==> src/rtl/fcov_seq_pkg.sv <==
// Shared definitions for the RVVI retire sequencer.
//   seq_state_e    : sequencer FSM states (IDLE, ISSUE)
//   SAMPLE_CNT_W   : width of the issued-sample statistics counter
//   DROP_CNT_W     : width of the dropped-group statistics counter
//   first_pending(): rotated first-set-bit search over a retire mask
// Port summary: none (package).
package fcov_seq_pkg;

    typedef enum logic [0:0] {
        IDLE  = 1'b0,
        ISSUE = 1'b1
    } seq_state_e;

    localparam int SAMPLE_CNT_W   = 32;
    localparam int DROP_CNT_W     = 16;

    // Upper bounds for the search helper; a sequencer instance must keep
    // NHART <= SEQ_MAX_HART and RETIRE <= SEQ_MAX_RETIRE.
    localparam int SEQ_MAX_HART   = 8;
    localparam int SEQ_MAX_RETIRE = 8;
    localparam int SEQ_MAX_SLOTS  = SEQ_MAX_HART * SEQ_MAX_RETIRE;
    localparam int SEQ_IDX_W      = $clog2(SEQ_MAX_SLOTS);

    // Returns the flat index (h*retire+s) of the first pending bit when harts
    // are visited from start_hart upward (wrapping at nhart) and slots in
    // ascending order within a hart; -1 when the mask is empty. The scan runs
    // from the last position back to the first so the final hit wins, which
    // keeps the loop free of early exits.
    function automatic int first_pending(
        input logic [SEQ_MAX_SLOTS-1:0] mask,
        input int                       start_hart,
        input int                       nhart,
        input int                       retire
    );
        int                   result;
        int                   h;
        logic [SEQ_IDX_W-1:0] idx;
        result = -1;
        for (int ho = SEQ_MAX_HART - 1; ho >= 0; ho--) begin
            for (int s = SEQ_MAX_RETIRE - 1; s >= 0; s--) begin
                if (ho < nhart && s < retire) begin
                    h = start_hart + ho;
                    if (h >= nhart) begin
                        h = h - nhart;
                    end
                    idx = SEQ_IDX_W'(h * retire + s);
                    if (mask[idx]) begin
                        result = h * retire + s;
                    end
                end
            end
        end
        return result;
    endfunction

endpackage

==> src/rtl/rvvi_retire_sequencer_if.sv <==
// Bundle between the RVVI trace side, the coverage sampler and the sequencer.
//   in_valid/in_trap [NSLOT]      per-slot retire valid and trap, index h*RETIRE+s
//   in_insn [NSLOT*ILEN]          per-slot instruction
//   in_pc   [NSLOT*XLEN]          per-slot pc_rdata
//   sample_valid/sample_ready     sample handshake
//   sample_hart/slot/insn/pc/trap presented sample
//   overflow, sample_count, drop_count   status and statistics
//   seq_state                     sequencer FSM state (debug)
// Modports: master = trace source + sample consumer, slave = sequencer.
//
// Handshake: a sample transfers on a clock edge where sample_valid and
// sample_ready are both high. While sample_valid is high and sample_ready is
// low, every sample_* field stays constant. sample_valid never depends on
// sample_ready. The trace side has no back-pressure: a set in_valid bit is a
// retirement that happened in that cycle.
interface rvvi_retire_sequencer_if #(
    parameter int ILEN   = 32,
    parameter int XLEN   = 64,
    parameter int NHART  = 1,
    parameter int RETIRE = 1
) ();
    import fcov_seq_pkg::*;

    localparam int NSLOT = NHART * RETIRE;
    localparam int HW    = $clog2(NHART) + 1;
    localparam int SW    = $clog2(RETIRE) + 1;

    logic [NSLOT-1:0]        in_valid;
    logic [NSLOT-1:0]        in_trap;
    logic [NSLOT*ILEN-1:0]   in_insn;
    logic [NSLOT*XLEN-1:0]   in_pc;

    logic                    sample_valid;
    logic                    sample_ready;
    logic [HW-1:0]           sample_hart;
    logic [SW-1:0]           sample_slot;
    logic [ILEN-1:0]         sample_insn;
    logic [XLEN-1:0]         sample_pc;
    logic                    sample_trap;

    logic                    overflow;
    logic [SAMPLE_CNT_W-1:0] sample_count;
    logic [DROP_CNT_W-1:0]   drop_count;
    seq_state_e              seq_state;

    modport master (
        output in_valid, in_trap, in_insn, in_pc, sample_ready,
        input  sample_valid, sample_hart, sample_slot, sample_insn, sample_pc,
               sample_trap, overflow, sample_count, drop_count, seq_state
    );

    modport slave (
        input  in_valid, in_trap, in_insn, in_pc, sample_ready,
        output sample_valid, sample_hart, sample_slot, sample_insn, sample_pc,
               sample_trap, overflow, sample_count, drop_count, seq_state
    );

endinterface

==> src/rtl/rvvi_group_fifo.sv <==
// Registered FIFO holding whole retire groups.
//   clk, reset  clock, asynchronous active-high reset (empties the FIFO)
//   push, din   write request and data; ignored when full unless pop is
//               accepted in the same cycle
//   pop, dout   read request and head entry (dout is valid while !empty)
//   full, empty occupancy flags
// DEPTH must be a power of two and at least 2.
module rvvi_group_fifo #(
    parameter int W     = 8,
    parameter int DEPTH = 4
) (
    input  logic         clk,
    input  logic         reset,
    input  logic         push,
    input  logic         pop,
    input  logic [W-1:0] din,
    output logic [W-1:0] dout,
    output logic         full,
    output logic         empty
);
    localparam int AW = $clog2(DEPTH);

    logic [W-1:0] mem [DEPTH];
    // One extra pointer bit distinguishes full from empty.
    logic [AW:0]  wr_ptr;
    logic [AW:0]  rd_ptr;
    logic         do_push;
    logic         do_pop;

    assign empty   = (wr_ptr == rd_ptr);
    assign full    = (wr_ptr[AW] != rd_ptr[AW]) && (wr_ptr[AW-1:0] == rd_ptr[AW-1:0]);
    assign do_pop  = pop && !empty;
    // A pop in the same cycle frees the slot the push needs.
    assign do_push = push && (!full || do_pop);

    always_ff @(posedge clk or posedge reset) begin
        if (reset) begin
            wr_ptr <= '0;
            rd_ptr <= '0;
        end else begin
            if (do_push) begin
                wr_ptr <= wr_ptr + 1'b1;
            end
            if (do_pop) begin
                rd_ptr <= rd_ptr + 1'b1;
            end
        end
    end

    always_ff @(posedge clk) begin
        if (do_push) begin
            mem[wr_ptr[AW-1:0]] <= din;
        end
    end

    assign dout = mem[rd_ptr[AW-1:0]];

endmodule

==> src/rtl/rvvi_retire_sequencer.sv <==
// Serialises retired instructions from every RVVI hart/retire slot into one
// ordered stream for the coverage sampler, one sample per cycle.
//   clk     trace clock
//   reset   asynchronous, active-high
//   bus     rvvi_retire_sequencer_if.slave: trace inputs, sample handshake,
//           overflow, statistics counters and FSM state
// Each cycle with any in_valid bit set pushes the whole group into a
// GDEPTH-entry FIFO; a group arriving while the FIFO is full (and nothing is
// popped that cycle) is dropped and sets the sticky overflow flag. The FSM
// loads one group at a time into a working register and issues its pending
// slots starting at a round-robin hart, slots ascending within each hart.
// Build option: FCOV_SEQ_STATS_EN enables sample_count / drop_count; when it
// is not defined both ports read 0 and no counters are built.
module rvvi_retire_sequencer
    import fcov_seq_pkg::*;
#(
    parameter int ILEN   = 32,
    parameter int XLEN   = 64,
    parameter int NHART  = 1,
    parameter int RETIRE = 1,
    parameter int GDEPTH = 4
) (
    input  logic                    clk,
    input  logic                    reset,
    rvvi_retire_sequencer_if.slave  bus
);
    localparam int NSLOT = NHART * RETIRE;
    localparam int HW    = $clog2(NHART) + 1;
    localparam int SW    = $clog2(RETIRE) + 1;
    localparam int HPW   = (NHART > 1) ? $clog2(NHART) : 1;
    localparam int GW    = NSLOT * (2 + ILEN + XLEN);

    // ------------------------------------------------------------------
    // Group capture
    // ------------------------------------------------------------------
    logic [GW-1:0]         grp_in;
    logic [GW-1:0]         grp_out;
    logic                  grp_push;
    logic                  grp_drop;
    logic                  fifo_pop;
    logic                  fifo_full;
    logic                  fifo_empty;

    logic [NSLOT-1:0]      head_valid;
    logic [NSLOT-1:0]      head_trap;
    logic [NSLOT*ILEN-1:0] head_insn;
    logic [NSLOT*XLEN-1:0] head_pc;

    assign grp_in   = {bus.in_pc, bus.in_insn, bus.in_trap, bus.in_valid};
    assign grp_push = |bus.in_valid;
    assign grp_drop = grp_push && fifo_full && !fifo_pop;

    rvvi_group_fifo #(
        .W     (GW),
        .DEPTH (GDEPTH)
    ) u_group_fifo (
        .clk   (clk),
        .reset (reset),
        .push  (grp_push),
        .pop   (fifo_pop),
        .din   (grp_in),
        .dout  (grp_out),
        .full  (fifo_full),
        .empty (fifo_empty)
    );

    assign {head_pc, head_insn, head_trap, head_valid} = grp_out;

    // ------------------------------------------------------------------
    // Working group and pending-slot selection
    // ------------------------------------------------------------------
    seq_state_e            state_q;
    seq_state_e            state_d;
    logic [NSLOT-1:0]      work_mask;
    logic [NSLOT-1:0]      work_trap;
    logic [NSLOT*ILEN-1:0] work_insn;
    logic [NSLOT*XLEN-1:0] work_pc;
    logic [HPW-1:0]        start_hart;
    logic [HPW-1:0]        rr_ptr;
    logic                  overflow_q;
    logic                  load_grp;
    logic                  fire;

    logic [SEQ_MAX_SLOTS-1:0] mask_ext;
    int                       cur_idx;
    logic [NSLOT-1:0]         cur_onehot;
    logic [NSLOT-1:0]         mask_left;

    always_comb begin
        mask_ext = '0;
        mask_ext[NSLOT-1:0] = work_mask;
        cur_idx = first_pending(mask_ext, int'(start_hart), NHART, RETIRE);
    end

    always_comb begin
        cur_onehot = '0;
        for (int i = 0; i < NSLOT; i++) begin
            cur_onehot[i] = (cur_idx == i);
        end
    end

    // Bits still pending once the presented slot is accepted.
    assign mask_left = work_mask & ~cur_onehot;

    // ------------------------------------------------------------------
    // FSM
    // ------------------------------------------------------------------
    always_ff @(posedge clk or posedge reset) begin
        if (reset) begin
            state_q <= IDLE;
        end else begin
            state_q <= state_d;
        end
    end

    always_comb begin
        state_d  = state_q;
        fifo_pop = 1'b0;
        load_grp = 1'b0;
        fire     = 1'b0;
        case (state_q)
            IDLE: begin
                if (!fifo_empty) begin
                    fifo_pop = 1'b1;
                    load_grp = 1'b1;
                    state_d  = ISSUE;
                end
            end
            ISSUE: begin
                if (bus.sample_ready) begin
                    fire = 1'b1;
                    if (mask_left == '0) begin
                        // Chain straight into the next group so back-to-back
                        // groups issue without a bubble.
                        if (!fifo_empty) begin
                            fifo_pop = 1'b1;
                            load_grp = 1'b1;
                        end else begin
                            state_d = IDLE;
                        end
                    end
                end
            end
            default: begin
                state_d = IDLE;
            end
        endcase
    end

    // ------------------------------------------------------------------
    // Working register, round-robin pointer, sticky overflow
    // ------------------------------------------------------------------
    always_ff @(posedge clk or posedge reset) begin
        if (reset) begin
            work_mask  <= '0;
            work_trap  <= '0;
            work_insn  <= '0;
            work_pc    <= '0;
            start_hart <= '0;
            rr_ptr     <= '0;
            overflow_q <= 1'b0;
        end else begin
            if (load_grp) begin
                work_mask  <= head_valid;
                work_trap  <= head_trap;
                work_insn  <= head_insn;
                work_pc    <= head_pc;
                start_hart <= rr_ptr;
                if (rr_ptr == HPW'(NHART - 1)) begin
                    rr_ptr <= '0;
                end else begin
                    rr_ptr <= rr_ptr + 1'b1;
                end
            end else if (fire) begin
                work_mask <= mask_left;
            end
            if (grp_drop) begin
                overflow_q <= 1'b1;
            end
        end
    end

    // ------------------------------------------------------------------
    // Sample outputs. With no pending bit the one-hot is all zero, so the
    // payload reads 0 whenever sample_valid is low.
    // ------------------------------------------------------------------
    logic [HW-1:0]   hart_c;
    logic [SW-1:0]   slot_c;
    logic            trap_c;
    logic [ILEN-1:0] insn_c;
    logic [XLEN-1:0] pc_c;

    always_comb begin
        hart_c = '0;
        slot_c = '0;
        trap_c = 1'b0;
        insn_c = '0;
        pc_c   = '0;
        for (int i = 0; i < NSLOT; i++) begin
            if (cur_onehot[i]) begin
                hart_c = HW'(i / RETIRE);
                slot_c = SW'(i % RETIRE);
                trap_c = work_trap[i];
                insn_c = work_insn[i*ILEN +: ILEN];
                pc_c   = work_pc[i*XLEN +: XLEN];
            end
        end
    end

    assign bus.sample_valid = (state_q == ISSUE);
    assign bus.sample_hart  = hart_c;
    assign bus.sample_slot  = slot_c;
    assign bus.sample_trap  = trap_c;
    assign bus.sample_insn  = insn_c;
    assign bus.sample_pc    = pc_c;
    assign bus.overflow     = overflow_q;
    assign bus.seq_state    = state_q;

    // ------------------------------------------------------------------
    // Statistics
    // ------------------------------------------------------------------
`ifdef FCOV_SEQ_STATS_EN
    logic [SAMPLE_CNT_W-1:0] sample_cnt_q;
    logic [DROP_CNT_W-1:0]   drop_cnt_q;

    always_ff @(posedge clk or posedge reset) begin
        if (reset) begin
            sample_cnt_q <= '0;
            drop_cnt_q   <= '0;
        end else begin
            if (fire) begin
                sample_cnt_q <= sample_cnt_q + 1'b1;
            end
            // Drop counter saturates instead of wrapping.
            if (grp_drop && (drop_cnt_q != '1)) begin
                drop_cnt_q <= drop_cnt_q + 1'b1;
            end
        end
    end

    assign bus.sample_count = sample_cnt_q;
    assign bus.drop_count   = drop_cnt_q;
`else
    assign bus.sample_count = '0;
    assign bus.drop_count   = '0;
`endif

endmodule

==> src/flat_wrapper.sv <==
// flat-port wrapper written by rule: the top's interface ports become plain ports
module rvvi_retire_sequencer_flat import fcov_seq_pkg::*;
#(
    parameter int ILEN   = 32,
    parameter int XLEN   = 64,
    parameter int NHART  = 1,
    parameter int RETIRE = 1,
    parameter int GDEPTH = 4
)
  (clk, reset, bus_in_valid, bus_in_trap, bus_in_insn, bus_in_pc, bus_sample_ready, bus_sample_valid, bus_sample_hart, bus_sample_slot, bus_sample_insn, bus_sample_pc, bus_sample_trap, bus_overflow, bus_sample_count, bus_drop_count, bus_seq_state);
  rvvi_retire_sequencer_if #(.ILEN(ILEN), .XLEN(XLEN), .NHART(NHART), .RETIRE(RETIRE)) bus_i ();
  input  logic clk;
  input  logic reset;
  input wire logic [$bits(bus_i.in_valid)-1:0] bus_in_valid;
  input wire logic [$bits(bus_i.in_trap)-1:0] bus_in_trap;
  input wire logic [$bits(bus_i.in_insn)-1:0] bus_in_insn;
  input wire logic [$bits(bus_i.in_pc)-1:0] bus_in_pc;
  input wire logic [$bits(bus_i.sample_ready)-1:0] bus_sample_ready;
  output wire logic [$bits(bus_i.sample_valid)-1:0] bus_sample_valid;
  output wire logic [$bits(bus_i.sample_hart)-1:0] bus_sample_hart;
  output wire logic [$bits(bus_i.sample_slot)-1:0] bus_sample_slot;
  output wire logic [$bits(bus_i.sample_insn)-1:0] bus_sample_insn;
  output wire logic [$bits(bus_i.sample_pc)-1:0] bus_sample_pc;
  output wire logic [$bits(bus_i.sample_trap)-1:0] bus_sample_trap;
  output wire logic [$bits(bus_i.overflow)-1:0] bus_overflow;
  output wire logic [$bits(bus_i.sample_count)-1:0] bus_sample_count;
  output wire logic [$bits(bus_i.drop_count)-1:0] bus_drop_count;
  output wire logic [$bits(bus_i.seq_state)-1:0] bus_seq_state;
  assign bus_i.in_valid = bus_in_valid;
  assign bus_i.in_trap = bus_in_trap;
  assign bus_i.in_insn = bus_in_insn;
  assign bus_i.in_pc = bus_in_pc;
  assign bus_i.sample_ready = bus_sample_ready;
  assign bus_sample_valid = bus_i.sample_valid;
  assign bus_sample_hart = bus_i.sample_hart;
  assign bus_sample_slot = bus_i.sample_slot;
  assign bus_sample_insn = bus_i.sample_insn;
  assign bus_sample_pc = bus_i.sample_pc;
  assign bus_sample_trap = bus_i.sample_trap;
  assign bus_overflow = bus_i.overflow;
  assign bus_sample_count = bus_i.sample_count;
  assign bus_drop_count = bus_i.drop_count;
  assign bus_seq_state = bus_i.seq_state;
  rvvi_retire_sequencer #(.ILEN(ILEN), .XLEN(XLEN), .NHART(NHART), .RETIRE(RETIRE), .GDEPTH(GDEPTH)) u_core (.clk(clk), .reset(reset), .bus(bus_i));
endmodule
==> config.mk <==
export PLATFORM = sky130hd
export DESIGN_NAME = rvvi_retire_sequencer_flat
export DESIGN_NICKNAME = d
export VERILOG_FILES = /design/src/rtl/fcov_seq_pkg.sv /design/src/rtl/rvvi_retire_sequencer_if.sv /design/src/rtl/rvvi_group_fifo.sv /design/src/rtl/rvvi_retire_sequencer.sv /design/src/flat_wrapper.sv
export SDC_FILE = /design/constraint.sdc
export NUM_CORES = 1
export LEC_CHECK = 0
export BUFFER_PORTS_ARGS = -buffer_cell sky130_fd_sc_hd__clkbuf_2
export CORE_UTILIZATION = 40
export CTS_CLUSTER_DIAMETER = 200
export CTS_CLUSTER_SIZE = 24
export DETAILED_ROUTE_END_ITERATION = 6
export GPL_ROUTABILITY_DRIVEN = 0
export SYNTH_ARGS = -nofsm -noshare
export SYNTH_HDL_FRONTEND = slang
export SYNTH_SLANG_ARGS = --single-unit
==> constraint.sdc <==
create_clock -name clk -period 6.95 [get_ports clk]
set_clock_uncertainty 0.05 [all_clocks]
set_input_delay 0.695 -clock clk [delete_from_list [all_inputs] [get_ports clk]]
set_output_delay 0.695 -clock clk [all_outputs]
set_load 0.01 [all_outputs]
==> impl_metrics.toml <==
[run_status]
status = "complete, no violations"

[worst_setup_path]
path_cells = "xor2_1 -> o41a_1 -> and2_4 -> buf_4"
reg2regPathDepth = 4
critPathLaunchType = "flip-flop"
crit_fanout = 54
end_kind = "flip-flop"
critPathBufInv = 1
cp.arrival_ns = 3.93
r2r_setup_slack_ns = 3.15
r2r_start = "u_core.u_group_fifo.rd_ptr[1]"
required_ns = 7.08
critPathMaxStageDelay_ns = 1.00
slowest_stage = "dfrtp_4"
crit_type = "flip-flop to flip-flop"
reg2reg_to = "u_core.u_group_fifo.mem[1][64]"
cpLargestDelayFamily = "flip-flops"
crit_cells = 4

[cells_and_area]
drive_gt1_share_pct = 39.17
final_util_pct = 44.99
stdcell_count = 1746
postLayoutCellArea_um2 = 21430
antenna_cells = 0
nets = 1221
fillers = 4115
area_delta_synth_final_pct = 11.10

[drt]
vias = 8642
wl_mm = 37.23
drc = 0
first_pass_iters = 7
ant_nets = 0
drt-wirelength-per-cell_um = 21.32
drt_iter0_drc = 356
via_per_inst = 4.950

[synthesis]
ys.flop_type = "edfxtp_1"
synth_edf_count = 392
ys.warnings.count = 0
yosys.cell_types.count = 30
ys_seq_area_share_pct = 74.76
ys_async_sr_fraction_pct = 21.29
netlist_instances = 923
syn_area_um2 = 19290
synth_area_per_cell_um2 = 20.90
synth_seq_cells = 498

[clock_network]
cts_resized = 0
clkSlewWorstSetupHoldPaths_ns = 0.10
post_cts_buffers = 0
htree_levels = 1
root_buffer = "clkbuf_16"
clockBufferDepth = 3
cts_made_buffers = 24
clock-sinks = 498
clk_latency_ns = 0.56
cts_tree = "done"
hold_buffers = 0

[global_route]
grt_pass1_vias = 9278
grt.overflow.total = 0
grt_pass1_wl_mm = 57.01
grt_start_max_net_pins = 81
antenna_found_initial = 0
track_usage_pct = 15.31

[die]
die-area_um2 = 49120
die_x_um = 221.6
initial_core_util_pct = 40.49
ios = 251
row_count = 80
core_area_um2 = 47650
fp.dieH_um = 221.6

[power]
p_leak_uw = 0.007662
p_total_uw = 8972
combPwrFrac_pct = 32.6
peakVddDrop_mv = 0.2775
p_switching_uw = 2711
seq_power_share_pct = 50.0
switching_share_pct = 30.22
cellPowerDensity_nw_per_um2 = 418.6
p_int_uw = 6261
clockPowerShare_pct = 17.5

[sta]
relSlewSlack_pct = 36.38
grt_setup_unrepaired = "no"
fin_setup_tns_ns = 0
hold_viol = 0
max_freq_mhz = 263.4
setup_viol = 0
finalCriticalPeriod_ns = 3.797
maxSlewViolCount = 0
fin_crit_sh_pct = 54.64
tightest_slew_ns = 0.9544

[placement]
placed_area_um2 = 20740
portBuffers = 200
place_hpwl_mm = 20.72
dpl.cell_count = 1704

[worst_hold_path]
hold_class = "input port to asynchronous set/reset pin"

[flow_run]
cap_violations = 0
kinds of logic after synthesis:
kind of cell	Yosys count	synth area share (%)
compound gates	8	0.3503
mux	197	17.24
simple gates	108	3.476
fa+ha+maj	5	0.3243
other cells	1	0.01944
flops	498	74.76
buf+inv	97	3.424
xor+xnor	9	0.4085
cell usage in the layout, fill, tap and decap left out, types with 2 or more instances in the layout:
master and count:
xor2_1 4, nand2_1 2, inv_1 2, dfrtp_1 103, ha_1 5, edfxtp_1 392
dfrtp_4 3, clkbuf_16 25, clkbuf_1 16, and2_4 3, and2_1 97, buf_4 10
mux4_2 98, conb_1 50, mux2_2 98, clkbuf_2 200, xnor2_1 5
synthesized netlist by cell type, types with 2 or more instances:
cell / n / share of area [%]
ha_1: 5 / 0.32
inv_1: 3 / 0.058
and2_1: 100 / 3.2
buf_2: 12 / 0.31
buf_6: 11 / 0.64
dfrtp_1: 106 / 14
edfxtp_1: 392 / 61
nand2_1: 2 / 0.039
clkbuf_1: 18 / 0.35
xnor2_1: 5 / 0.23
buf_4: 53 / 2.1
mux2_2: 98 / 5.7
mux4_2: 98 / 11
xor2_1: 4 / 0.18
metal layers:
layer	part of all wire, %	up-vias	GRT usage [%]
met5	0	-	0
met4	1.7	0	2.778
met3	4.3	38	3.021
met2	50	192	26.42
met1	44	4538	20.30
li1	-	3874	-
through the flow:
step                      hold slack [ns]  setup slack [ns]
final                              0.1177             3.153
after global routing               0.1211             2.863
after CTS                          0.1083             2.994
after detailed placement           0.4261             3.020
after global placement             0.4227             3.073
after floorplan                    0.4220             1.291
registers in the layout, summed over array words and instances, names as in the netlist:
name / flops
u_core.u_group_fifo.rd_ptr: 3
u_core.work_mask: 1
u_core.work_trap: 1
u_core.u_group_fifo.mem: 392
u_core.work_insn: 32
u_core.work_pc: 64
u_core.bus.overflow: 1
u_core.u_group_fifo.wr_ptr: 3
u_core.bus.sample_valid: 1
layout make-up:
cell class / instances / area, um2 / share of cell area, %
Clock buffer: 41 / 685.7 / 3.199
Multi-Input combinational cell: 377 / 4423 / 20.64
Tap cell: 615 / 769.5 / 3.590
Clock inverter: 1 / 8.758 / 0.04086
Inverter: 3 / 16.27 / 0.07589
Timing Repair Buffer: 211 / 1096 / 5.114
Sequential cell: 498 / 14440 / 67.35
worst max-delay path by stage:
| stage | start | end | slack, ns |
|---|---|---|---|
| floorplan | bus_sample_ready | u_core.u_group_fifo.mem[3][0] | 1.29 |
| global placement | u_core.u_group_fifo.rd_ptr[1] | u_core.u_group_fifo.mem[2][50] | 3.07 |
| detailed placement | u_core.u_group_fifo.rd_ptr[1] | u_core.u_group_fifo.mem[1][47] | 3.02 |
| CTS | u_core.u_group_fifo.rd_ptr[1] | u_core.u_group_fifo.mem[1][47] | 2.99 |
| global route | u_core.u_group_fifo.rd_ptr[1] | u_core.u_group_fifo.mem[1][51] | 2.86 |
| finish | u_core.u_group_fifo.rd_ptr[1] | u_core.u_group_fifo.mem[1][64] | 3.15 |
power by group through the flow:
stage	clock network (uW)	logic, uW	registers [uW]
finish	1570	2920	4480
global route	1710	3200	4590
CTS	1620	3030	4510
detailed placement	0	3020	4570
global placement	0	2980	4540
floorplan	0	2330	4380
No activity file was read; power rests on OpenSTA's default activity.
